File: config.mk
export PLATFORM = sky130hd
export DESIGN_NAME = req_master_fsm
export DESIGN_NICKNAME = d
export VERILOG_FILES = /design/src/rtl/req_master_fsm.sv
export SDC_FILE = /design/constraint.sdc
export NUM_CORES = 1
export LEC_CHECK = 0
export CORE_MARGIN = 2
export CORE_UTILIZATION = 50
export CTS_CLUSTER_DIAMETER = 50
export CTS_CLUSTER_SIZE = 24
export DETAILED_ROUTE_END_ITERATION = 8
export GPL_TIMING_DRIVEN = 0
export PLACE_DENSITY = 0.76
export SLEW_MARGIN = 20
export SYNTH_ARGS = -nofsm -noshare
export SYNTH_HDL_FRONTEND = slang
export SYNTH_SLANG_ARGS = --single-unit
File: constraint.sdc
create_clock -name clk -period 2.9 [get_ports clk]
set_input_delay 0.435 -clock clk [delete_from_list [all_inputs] [get_ports clk]]
set_output_delay 0.435 -clock clk [all_outputs]
set_load 0.005 [all_outputs]
File: src/rtl/req_master_fsm.sv
// req_master_fsm: initiator side of an 8-bit four-phase req/ack byte handshake.
// Bytes are queued into a DEPTH-entry transmit FIFO and sent one at a time, in order.
// Optional feature macro: REQ_TIMEOUT_EN adds a watchdog that abandons a byte whose
// ack never arrives and pulses err; without it err is tied to 0.
module req_master_fsm #(
  parameter int unsigned DEPTH          = 4,
  parameter int unsigned TIMEOUT_CYCLES = 16
) (
  input  logic       clk,
  input  logic       rst,
  input  logic       wr_en,
  input  logic [7:0] wr_data,
  output logic       full,
  input  logic       ack,
  output logic       req,
  output logic [7:0] data_out,
  output logic       busy,
  output logic [7:0] sent_count,
  output logic       err
);

  localparam int unsigned AW = (DEPTH > 1) ? $clog2(DEPTH) : 1;
  localparam int unsigned CW = AW + 1;
  localparam logic [CW-1:0] DepthC = CW'(DEPTH);

  localparam logic [1:0] IDLE = 2'd0;
  localparam logic [1:0] REQ  = 2'd1;
  localparam logic [1:0] REL  = 2'd2;

  logic [1:0]    state_q, state_d;
  logic          req_q, req_d;
  logic [7:0]    data_q, data_d;
  logic [7:0]    sent_q, sent_d;
  logic [CW-1:0] count_q, count_d;
  logic [AW-1:0] wr_ptr_q, wr_ptr_d;
  logic [AW-1:0] rd_ptr_q, rd_ptr_d;
  logic [7:0]    mem_q [DEPTH];

  logic push;
  logic pop;
  logic timeout_hit;

  // full is taken from the registered count, so a push while full is dropped
  // even when a pop happens in the same cycle.
  assign full = (count_q == DepthC);
  assign push = wr_en & ~full;

`ifdef REQ_TIMEOUT_EN
  localparam logic [7:0] TimeoutLast = 8'(TIMEOUT_CYCLES - 1);

  logic [7:0] wd_q, wd_d;
  logic       err_q;

  // Abort only when no ack is seen on the final watchdog edge; ack wins a tie.
  assign timeout_hit = (state_q == REQ) && !ack && (wd_q == TimeoutLast);

  // Watchdog counts ack-less cycles in REQ and sits at zero elsewhere, so it is
  // already cleared on every entry to REQ.
  always_comb begin
    wd_d = 8'd0;
    if (state_q == REQ && !ack) begin
      wd_d = wd_q + 8'd1;
    end
  end

  // Watchdog counter and registered one-cycle err pulse.
  always_ff @(posedge clk or negedge rst) begin
    if (!rst) begin
      wd_q  <= 8'd0;
      err_q <= 1'b0;
    end else begin
      wd_q  <= wd_d;
      err_q <= timeout_hit;
    end
  end

  assign err = err_q;
`else
  logic unused_timeout;

  assign unused_timeout = ^8'(TIMEOUT_CYCLES);
  assign timeout_hit    = 1'b0;
  assign err            = 1'b0;
`endif

  // Handshake FSM: pop in IDLE, hold in REQ until ack, wait for ack release in REL.
  always_comb begin
    pop     = 1'b0;
    state_d = state_q;
    req_d   = req_q;
    data_d  = data_q;
    sent_d  = sent_q;
    case (state_q)
      IDLE: begin
        req_d = 1'b0;
        if (count_q != '0) begin
          pop     = 1'b1;
          data_d  = mem_q[rd_ptr_q];
          req_d   = 1'b1;
          state_d = REQ;
        end
      end
      REQ: begin
        req_d = 1'b1;
        if (ack) begin
          req_d   = 1'b0;
          sent_d  = sent_q + 8'd1;
          state_d = REL;
        end else if (timeout_hit) begin
          req_d   = 1'b0;
          state_d = REL;
        end
      end
      REL: begin
        // A trailing ack must drop before the next byte may be offered.
        req_d = 1'b0;
        if (!ack) begin
          state_d = IDLE;
        end
      end
      default: begin
        req_d   = 1'b0;
        state_d = IDLE;
      end
    endcase
  end

  // FIFO pointer and occupancy update; simultaneous push and pop leave count unchanged.
  always_comb begin
    wr_ptr_d = push ? wr_ptr_q + 1'b1 : wr_ptr_q;
    rd_ptr_d = pop  ? rd_ptr_q + 1'b1 : rd_ptr_q;
    unique case ({push, pop})
      2'b10:   count_d = count_q + CW'(1);
      2'b01:   count_d = count_q - CW'(1);
      default: count_d = count_q;
    endcase
  end

  // FIFO storage; contents need no reset since count gates every read.
  always_ff @(posedge clk) begin
    if (push) begin
      mem_q[wr_ptr_q] <= wr_data;
    end
  end

  // Control and output registers.
  always_ff @(posedge clk or negedge rst) begin
    if (!rst) begin
      state_q  <= IDLE;
      req_q    <= 1'b0;
      data_q   <= 8'd0;
      sent_q   <= 8'd0;
      count_q  <= '0;
      wr_ptr_q <= '0;
      rd_ptr_q <= '0;
    end else begin
      state_q  <= state_d;
      req_q    <= req_d;
      data_q   <= data_d;
      sent_q   <= sent_d;
      count_q  <= count_d;
      wr_ptr_q <= wr_ptr_d;
      rd_ptr_q <= rd_ptr_d;
    end
  end

  assign req        = req_q;
  assign data_out   = data_q;
  assign sent_count = sent_q;
  assign busy       = (state_q != IDLE) | (count_q != '0);

endmodule

[Word level (Yosys, flattened, before mapping)]
Memory sizes are Yosys's and may differ from the RTL's. A register that Yosys moved wholly into a read port is not among the register bits.
Cells that the tools add are included.
Storage, ports and cells
  bits in registers: 18
  bits in latches: 0
  bits in writable memories: 32
  bits in read-only memories: 0
  input bits: 12
  output and inout port bits: 20
  logic and storage cells: 42
  memories: 1
Cells by class
  add/sub/neg operators: 5
  multiply operators: 0
  divide/modulo/power cells: 0
  magnitude comparators: 0
  eq/ne operators: 8
  shifts and indexed selects: 0
  multiplexer cells: 11
  bitwise gates (word level): 3
  reduce and logical (&&, ||, !) cells: 8
Memory list
  mem_q: depth 4, bits a word 8, read ports 1, clocked after memory_dff 1, wr ports 1, line 37  | logic [7:0] mem_q [DEPTH];
Operator list (count)
  8-bit by 1-bit adder with 8-bit output (second input constant): 1
  2-bit 2-to-1 mux: 3
  2-bit inequality test (second input constant): 3
  2-bit one-hot mux with 3 select lines: 1
  3-bit one-hot mux with 2 select lines: 1
  1-bit 2-to-1 mux: 5
  2-bit by 1-bit adder with 2-bit output (second input constant): 2
  2-bit by 1-bit equality test with 1-bit output (second input constant): 2
  2-bit equality test (second input constant): 2
  2-bit AND reduction: 2
  2-bit nonzero test: 2
  3-bit by 1-bit adder with 3-bit output (second input constant): 1
  3-bit equality test (second input constant): 1
  3-bit AND reduction: 1
  3-bit nonzero test: 1
  3-bit by 1-bit subtractor with 3-bit output (second input constant): 1
  2-bit zero test: 1
  1-bit one-hot mux with 2 select lines: 1
  1-bit bitwise AND: 1
  1-bit zero test: 1
  1-bit inverter: 1
  1-bit bitwise OR: 1

[Longest topological paths before layout]
Gate-level depths: netlist of the first run.
  word-level depth: 5
  gate-level depth with buffers: 10

[Worst setup path before layout of the first run]
Ideal clock, no wire load.
  kind: reg-to-reg
  from: reg count_q[0]
  to: reg count_q[2]
  data arrival time: 1868 ps
  slack: 953 ps
  cell stages (with the launch flop): 10
  path buffers: 0
  period minus slack after synthesis: 1947 ps
  cells stage by stage: dfrtp_1 -> nor3b_1 -> nor2b_1 -> inv_1 -> ha_1 -> inv_1 -> fa_1 -> xor2_1 -> nor2_1 -> xor2_1
Between the ends
  cells in the longest elaborated chain, start to end: 5
  elaborated cells between the ends (all ways): 12
RTL lines
  start, declared: line 34  | logic [CW-1:0] count_q, count_d;
  start signal, assigned: line 161  | count_q <= count_d;
  3-bit equality test (*): line 45  | assign full = (count_q == DepthC);
  net full: line 13  | output logic full,
  1-bit inverter (*): line 46  | assign push = wr_en & ~full;
  1-bit bitwise AND (*): line 46
  2-bit by 1-bit equality test with 1-bit output or 2-bit equality test (tied branches): line 132  | unique case ({push, pop})
  3-bit one-hot mux with 2 select lines or 2-bit nonzero test (tied branches)
Mark *: on every way through the listed nets, which the timed path passes. The rest lies on a longest branch.
A chain may end at the register's enable or synchronous reset.

[Worst setup path after layout of the first run]
  from: reg count_q[0]
  to: out busy
Between the ends
  cells in the longest elaborated chain, start to end: 2
RTL lines
  3-bit nonzero test: line 170  | assign busy = (state_q != IDLE) | (count_q != '0);
  1-bit bitwise OR: line 170
  end, declared: line 17  | output logic busy,
Every way passes these cells.

==> results of run 1 <==
[final cells by class]
type | count | area (um^2)
fillers | 313 | 1520
well taps | 52 | 65.1
clock buffers | 10 | 128
clock inverters | 6 | 81.3
repair buffers | 30 | 295
inverters | 7 | 26.3
flip-flops and latches | 58 | 1610
multi-input cells | 70 | 684
plain buffers | 4 | 33.8
[sequential cells by signal, indices dropped and copies added, names as in the netlist]
register and cells:
rd_ptr_q 2, mem_q 32, req 1, data_out 8
count_q 3, state_q 2, wr_ptr_q 2, sent_count 8
[critical path: stages, from the launching register on]
cell and delay, ns:
dfrtp_1 0.42, or3_4 0.40, nand2b_1 0.16, clkdlybuf4s50_1 0.45
[stage by stage]
stage,cells,cell area [um^2],power [mW]
2_1_floorplan,139,2360,1.99
3_3_place_gp,221,2720,2.35
3_5_place_dp,221,2720,2.41
4_1_cts,237,2930,3.20
5_1_grt,237,2930,3.35
6_report,237,2930,3.16
[where the power goes]
part           total, mW  switching (mW)  leakage [nW]  internal, mW
Clock              0.787           0.309         0.104         0.478
Sequential          1.29           0.143         0.608          1.15
Combinational       1.08           0.452         0.444         0.626
[cells by family (layout without fill, tap and decap cells)]
family | after synthesis | in the layout | share of synthesized area, %
buffers and inverters | 11 | 57 | 2.55
multiplexers | 19 | 19 | 12.9
AO/OA/AOI/OAI | 3 | 3 | 0.744
XOR/XNOR | 13 | 13 | 4.83
adder cells (fa/ha/maj) | 7 | 7 | 4.04
AND/OR/NAND/NOR | 27 | 27 | 6.43
other | 1 | 1 | 0.159
flip-flops | 58 | 58 | 68.4
[cell usage in the layout, fill, tap and decap left out, types with 2 or more instances in the layout]
cell	n
edfxtp_1	32
clkbuf_8	9
and2_1	4
clkdlybuf4s50_1	29
ha_1	6
bufinv_16	2
dfrtp_1	26
nor2_1	4
clkbuf_1	2
mux4_2	8
nand2_1	6
buf_6	2
nand2b_1	3
clkinv_2	2
xor2_1	8
xnor2_1	5
mux2_2	10
nor3_1	2
o21ai_0	2
inv_1	7
[final timing paths]
| path | start | slack (ns) | depth (start not counted) | to |
|---|---|---|---|---|
| setup / recovery | count_q[0] | 0.71 | 3 | busy |
| hold / removal | rst | 0.10 | 1 | sent_count[2] |
| setup reg to reg | state_q[1] | 0.79 | 10 | count_q[2] |
| hold reg to reg | sent_count[7] | 0.46 | 1 | sent_count[7] |
| max in group asynchronous | rst | 2.41 | 1 | data_out[1] |
| min in group clk | sent_count[7] | 0.46 | 1 | sent_count[7] |
[per-layer routing]
layer / vias up / wire length [um] / track usage [%] / share of wire (%)
li1: 578 / - / - / -
met2: 32 / 1820 / 26.6 / 49
met5: - / 0 / 0 / 0
met3: 8 / 172 / 5.94 / 4.6
met4: 0 / 85 / 9.47 / 2.3
met1: 609 / 1670 / 19.8 / 45
==> impl_metrics.sql, run 1 <==
INSERT INTO impl_metrics (metric_group, metric, value, unit) VALUES
('synth', 'synthCells', '139', ''),
('sta', 'worst_slew_margin_rel', '60.9', '%'),
('synth', 'netlist-cell-type-count', '29', ''),
('floorplanning', 'top_level_ports', '32', ''),
('grt', 'grtUsageTotal', '16.7', '%'),
('cells_and_area', 'layout-area-overhead-vs-synth', '24.2', '%'),
('pwr', 'ir_worst_vdd', '0.595', 'mV'),
('synth', 'most_used_standard_cell_by_instance_count_after_synthesis', 'edfxtp_1', ''),
('synth', 'number_of_synthesized_flops_with_an_enable_pin', '32', ''),
('grt', 'grt_first_pass_wirelength', '6.24', 'mm'),
('sta', 'grt_setup_unrepaired', 'false', ''),
('placement', 'portBuffers', '30', ''),
('synth', 'avgSynthCellArea', '16.9', 'um^2'),
('clock_tree', 'tritoncts_clock_tree', 'done', ''),
('synth', 'post_synthesis_sequential_element_count', '58', ''),
('floorplanning', 'floorplan.initialDensity', '53.0', '%'),
('clock_tree', 'cts_sinks', '58', ''),
('clock_tree', 'cts.path.max_buffers', '2', ''),
('sta', 'setup_tns', '0', 'ns'),
('sta', 'max_freq', '0.457', 'GHz'),
('floorplanning', 'dieHeight', '72.6', 'um'),
('sta', 'transition_time_of_the_tightest_slew_check_pin', '0.587', 'ns'),
('clock_tree', 'cts.reportedPaths.clkPinSlew', '0.07', 'ns'),
('critical_path', 'critical_path.max_fanout', '4', ''),
('drt', 'postRouteWirelength', '3.75', 'mm'),
('critical_path', 'worstSetupEndpointType', 'output port', ''),
('critical_path', 'critical_path_required', '2.47', 'ns'),
('placement', 'dpl_worst_slack', '0.580', 'ns'),
('sta', 'finalMaxSlewViolations', '0', ''),
('sta', 'hold_slack', '0.102', 'ns'),
('clock_tree', 'cts.root.buffer_cell', 'clkbuf_8', ''),
('sta', 'period_needed', '2.19', 'ns'),
('flow_run', 'max-cap-violations', '0', ''),
('floorplanning', 'row_count', '24', ''),
('drt', 'ant_nets', '0', ''),
('placement', 'place_hpwl', '2.51', 'mm'),
('synth', 'synth.top_cells.by_count', 'edfxtp_1, dfrtp_1, mux2_2', ''),
('drt', 'vias_per_cell', '5.18', ''),
('cells_and_area', 'fin_util', '65.8', '%'),
('grt', 'grt-ovfl-total', '0', ''),
('grt', 'first_global_vias', '1330', ''),
('floorplanning', 'die-area', '0.00528', 'mm^2'),
('synth', 'yosys_warnings', '0', ''),
('drt', 'drt-initial-drc-count', '47', ''),
('critical_path', 'critPathLaunchType', 'flip-flop', ''),
('floorplanning', 'die_width', '72.6', 'um'),
('sta', 'timing_hold_violations_final', '0', ''),
('pwr', 'p_leak', '1.16', 'nW'),
('drt', 'drc_errors', '0', ''),
('clock_tree', 'postCtsSetupBuffers', '0', ''),
('sta', 'min_period_over_period', '75.4', '%'),
('cells_and_area', 'design.final.nets', '199', ''),
('drt', 'avgRoutedWirePerCell', '15.8', 'um'),
('synth', 'synth.yosys.seq_area_share', '68.4', '%'),
('floorplanning', 'core-area', '0.00444', 'mm^2'),
('sta', 'clock_skew', '0.0113', 'ns'),
('grt', 'number_of_antenna_violations_at_the_first_check_in_global_routing', '0', ''),
('clock_tree', 'h-tree-depth', '3', ''),
('clock_tree', 'cts_buffers', '9', ''),
('synth', 'synth_area_leader_cell', 'edfxtp_1', ''),
('drt', 'dr.pass1.iters', '4', ''),
('placement', 'finalWeightedCongestion', '0.764', ''),
('cells_and_area', 'antenna_cells_inserted', '0', ''),
('min_path', 'min_path_type', 'primary input to async pin', ''),
('synth', 'synth_async_sr_flop_share', '44.8', '%'),
('sta', 'finalWorstSetupSlack', '0.714', 'ns'),
('clock_tree', 'post_cts_hold_buffer_count', '0', ''),
('synth', 'synth_top_area_share', '40.8', '%'),
('clock_tree', 'ctsResizeCount', '0', ''),
('synth', 'synth_top_cells_by_area', 'edfxtp_1, dfrtp_1, mux4_2, mux2_2, ha_1', ''),
('grt', 'grt_start_max_net_pins', '27', ''),
('synth', 'postSynthNetCount', '158', ''),
('synth', 'synth_top_flop_cell', 'edfxtp_1', ''),
('synth', 'post_synth_instance_area', '0.00236', 'mm^2'),
('sta', 'setup_viol_count_final', '0', ''),
('pwr', 'power_per_cell_area', '1080', 'mW/mm^2'),
('drt', 'routed-via-count', '1227', ''),
('run_status', 'outcome', 'finished clean', ''),
('critical_path', 'worstSetupPathType', 'flip-flop to output port', ''),
('cells_and_area', 'drive_gt1_share', '20.5', '%'),
('critical_path', 'worst_ep_arrival_time', '1.75', 'ns'),
('clock_tree', 'clkLatencyLatePin', '0.33', 'ns');
Power figures use the tool's default switching activity.
==> inputs of run 2 (changes only) <==
==> constraint.sdc (replaced) <==
create_clock -name clk -period 2.2 [get_ports clk]
set_input_delay 0.33 -clock clk [delete_from_list [all_inputs] [get_ports clk]]
set_output_delay 0.33 -clock clk [all_outputs]
set_load 0.005 [all_outputs]
==> impl_metrics.sql, run 2 (same netlist as run 1, synthesis figures left out) <==
INSERT INTO impl_metrics (metric_group, metric, value, unit) VALUES
('clock_tree', 'cts.reportedPaths.clkPinSlew', '0.06', 'ns'),
('sta', 'hold_slack', '0.00714', 'ns'),
('clock_tree', 'clkLatencyLatePin', '0.33', 'ns'),
('sta', 'setup_tns', '0', 'ns'),
('critical_path', 'critical_path.max_fanout', '4', ''),
('sta', 'timing_hold_violations_final', '0', ''),
('drt', 'ant_nets', '0', ''),
('critical_path', 'worst_ep_arrival_time', '1.75', 'ns'),
('sta', 'min_period_over_period', '94.8', '%'),
('placement', 'portBuffers', '30', ''),
('cells_and_area', 'drive_gt1_share', '22.5', '%'),
('pwr', 'ir_worst_vdd', '0.781', 'mV'),
('critical_path', 'critPathLaunchType', 'flip-flop', ''),
('cells_and_area', 'antenna_cells_inserted', '0', ''),
('critical_path', 'worstSetupEndpointType', 'output port', ''),
('pwr', 'pwr-share-comb', '34.9', '%'),
('drt', 'postRouteWirelength', '3.81', 'mm'),
('pwr', 'switching_power', '1.22', 'mW'),
('drt', 'dr.pass1.iters', '4', ''),
('clock_tree', 'cts.root.buffer_cell', 'clkbuf_8', ''),
('pwr', 'cellInternalPower', '3.01', 'mW'),
('sta', 'finalWorstSetupSlack', '0.115', 'ns'),
('sta', 'period_needed', '2.08', 'ns'),
('floorplanning', 'die-area', '0.00528', 'mm^2'),
('pwr', 'power.share.clock', '24.5', '%'),
('grt', 'number_of_antenna_violations_at_the_first_check_in_global_routing', '0', ''),
('grt', 'grt-ovfl-total', '0', ''),
('cells_and_area', 'final_design_area_no_fill', '0.00296', 'mm^2'),
('cells_and_area', 'registers.top_by_ff_count', 'mem_q', ''),
('clock_tree', 'cts_sinks', '58', ''),
('drt', 'drc_errors', '0', ''),
('cells_and_area', 'largest_reg_flops', '32', ''),
('pwr', 'p_leak', '1.17', 'nW'),
('sta', 'clock_skew', '0.0111', 'ns'),
('sta', 'max_freq', '0.480', 'GHz'),
('placement', 'dpl_worst_slack', '-0.0149', 'ns'),
('floorplanning', 'die_width', '72.6', 'um'),
('sta', 'transition_time_of_the_tightest_slew_check_pin', '0.610', 'ns'),
('cells_and_area', 'design.final.nets', '201', ''),
('grt', 'grtUsageTotal', '16.7', '%'),
('grt', 'grt_first_pass_wirelength', '6.24', 'mm'),
('critical_path', 'worstSetupPathType', 'flip-flop to output port', ''),
('floorplanning', 'core-area', '0.00444', 'mm^2'),
('cells_and_area', 'layout_common_cells', 'edfxtp_1, clkdlybuf4s50_1, dfrtp_1', ''),
('cells_and_area', 'filler_cell_count', '310', ''),
('floorplanning', 'floorplan.initialDensity', '53.0', '%'),
('placement', 'finalWeightedCongestion', '0.764', ''),
('clock_tree', 'cts.path.max_buffers', '2', ''),
('placement', 'place_area', '0.00272', 'mm^2'),
('pwr', 'p_seq_share', '40.6', '%'),
('cells_and_area', 'layout-area-overhead-vs-synth', '25.5', '%'),
('pwr', 'power_per_cell_area', '1430', 'mW/mm^2'),
('drt', 'drt-initial-drc-count', '43', ''),
('min_path', 'min_path_type', 'primary input to async pin', ''),
('critical_path', 'critical_path_required', '1.87', 'ns'),
('run_status', 'outcome', 'finished clean', ''),
('floorplanning', 'top_level_ports', '32', ''),
('clock_tree', 'cts_buffers', '9', ''),
('sta', 'setup_viol_count_final', '0', ''),
('clock_tree', 'h-tree-depth', '3', ''),
('drt', 'routed-via-count', '1245', ''),
('flow_run', 'max-cap-violations', '0', ''),
('drt', 'avgRoutedWirePerCell', '15.9', 'um'),
('grt', 'grt_start_max_net_pins', '27', ''),
('pwr', 'switching_share', '28.8', '%'),
('placement', 'place_hpwl', '2.51', 'mm'),
('clock_tree', 'tritoncts_clock_tree', 'done', ''),
('drt', 'vias_per_cell', '5.21', ''),
('grt', 'first_global_vias', '1330', ''),
('critical_path', 'worst_r2r_path_depth', '10', ''),
('sta', 'finalMaxSlewViolations', '0', ''),
('sta', 'worst_slew_margin_rel', '59.3', '%'),
('floorplanning', 'dieHeight', '72.6', 'um'),
('floorplanning', 'row_count', '24', ''),
('cells_and_area', 'final_common_cell', 'edfxtp_1', '');
-- run 2: cell count changes in the layout (fill, tap and decap cells not counted) --
cell | previous run | this run
buf_4 | 1 | 3
buf_6 | 2 | 1
buf_8 | 0 | 1
nor2_1 | 4 | 3
nor2_4 | 0 | 1
nor3b_1 | 1 | 0
nor3b_2 | 0 | 1
-- run 2: power by group through the flow --
stage / Sequential, mW / Combinational, mW / Clock [mW]
finish: 1.71 / 1.47 / 1.04
global route: 1.76 / 1.63 / 1.10
CTS: 1.71 / 1.45 / 1.06
detailed placement: 1.73 / 1.45 / 0
global placement: 1.70 / 1.39 / 0
floorplan: 1.70 / 0.920 / 0
-- run 2: timing repair --
| action | CTS | global route |
|---|---|---|
| setup buffers | 0 | 2 |
| resized for setup | 0 | 4 |
| endpoints found under the setup margin | 0 | 1 |
| hold buffers | 0 | 0 |
-- run 2: layer usage --
| layer | track usage (%) | share of wire (%) | vias to the layer above |
|---|---|---|---|
| li1 | - | - | 580 |
| met1 | 19.8 | 45 | 623 |
| met2 | 26.6 | 48 | 34 |
| met3 | 5.94 | 4.7 | 8 |
| met4 | 9.47 | 2.2 | 0 |
| met5 | 0 | 0 | - |
-- run 2: cell type report --
cell class              instances  area (um^2)  area share (%)
repair buffers                 32          310            10.5
plain buffers                   4         37.5            1.27
flip-flops and latches         58         1610            54.5
clock buffers                  10          128            4.32
clock inverters                 6         81.3            2.75
inverters                       7         26.3           0.889
multi-input cells              70          697            23.6
well taps                      52         65.1            2.20
-- run 2: worst max-delay path, stage by stage (launching register included) --
cell             delay (ns)
dfrtp_1                0.43
or3_4                  0.40
nand2b_1               0.16
clkdlybuf4s50_1        0.44
-- run 2: per-stage QoR --
stage / cells / power [mW] / util [%]
finish: 239 / 4.23 / 66.5
global route: 239 / 4.49 / 66.5
CTS: 237 / 4.22 / 65.8
detailed placement: 221 / 3.18 / 61.1
global placement: 221 / 3.09 / 61.2
floorplan: 139 / 2.62 / -
-- run 2: path summary, 6_finish.rpt --
check | slack, ns | from | to
max in group asynchronous | 1.79 | rst | sent_count[0]
min in group clk | 0.46 | sent_count[7] | sent_count[7]
worst max register to register | 0.13 | count_q[0] | count_q[2]
worst min-delay path | 0.007 | rst | sent_count[5]
worst max-delay path | 0.12 | count_q[0] | busy
worst min register to register | 0.46 | sent_count[7] | sent_count[7]
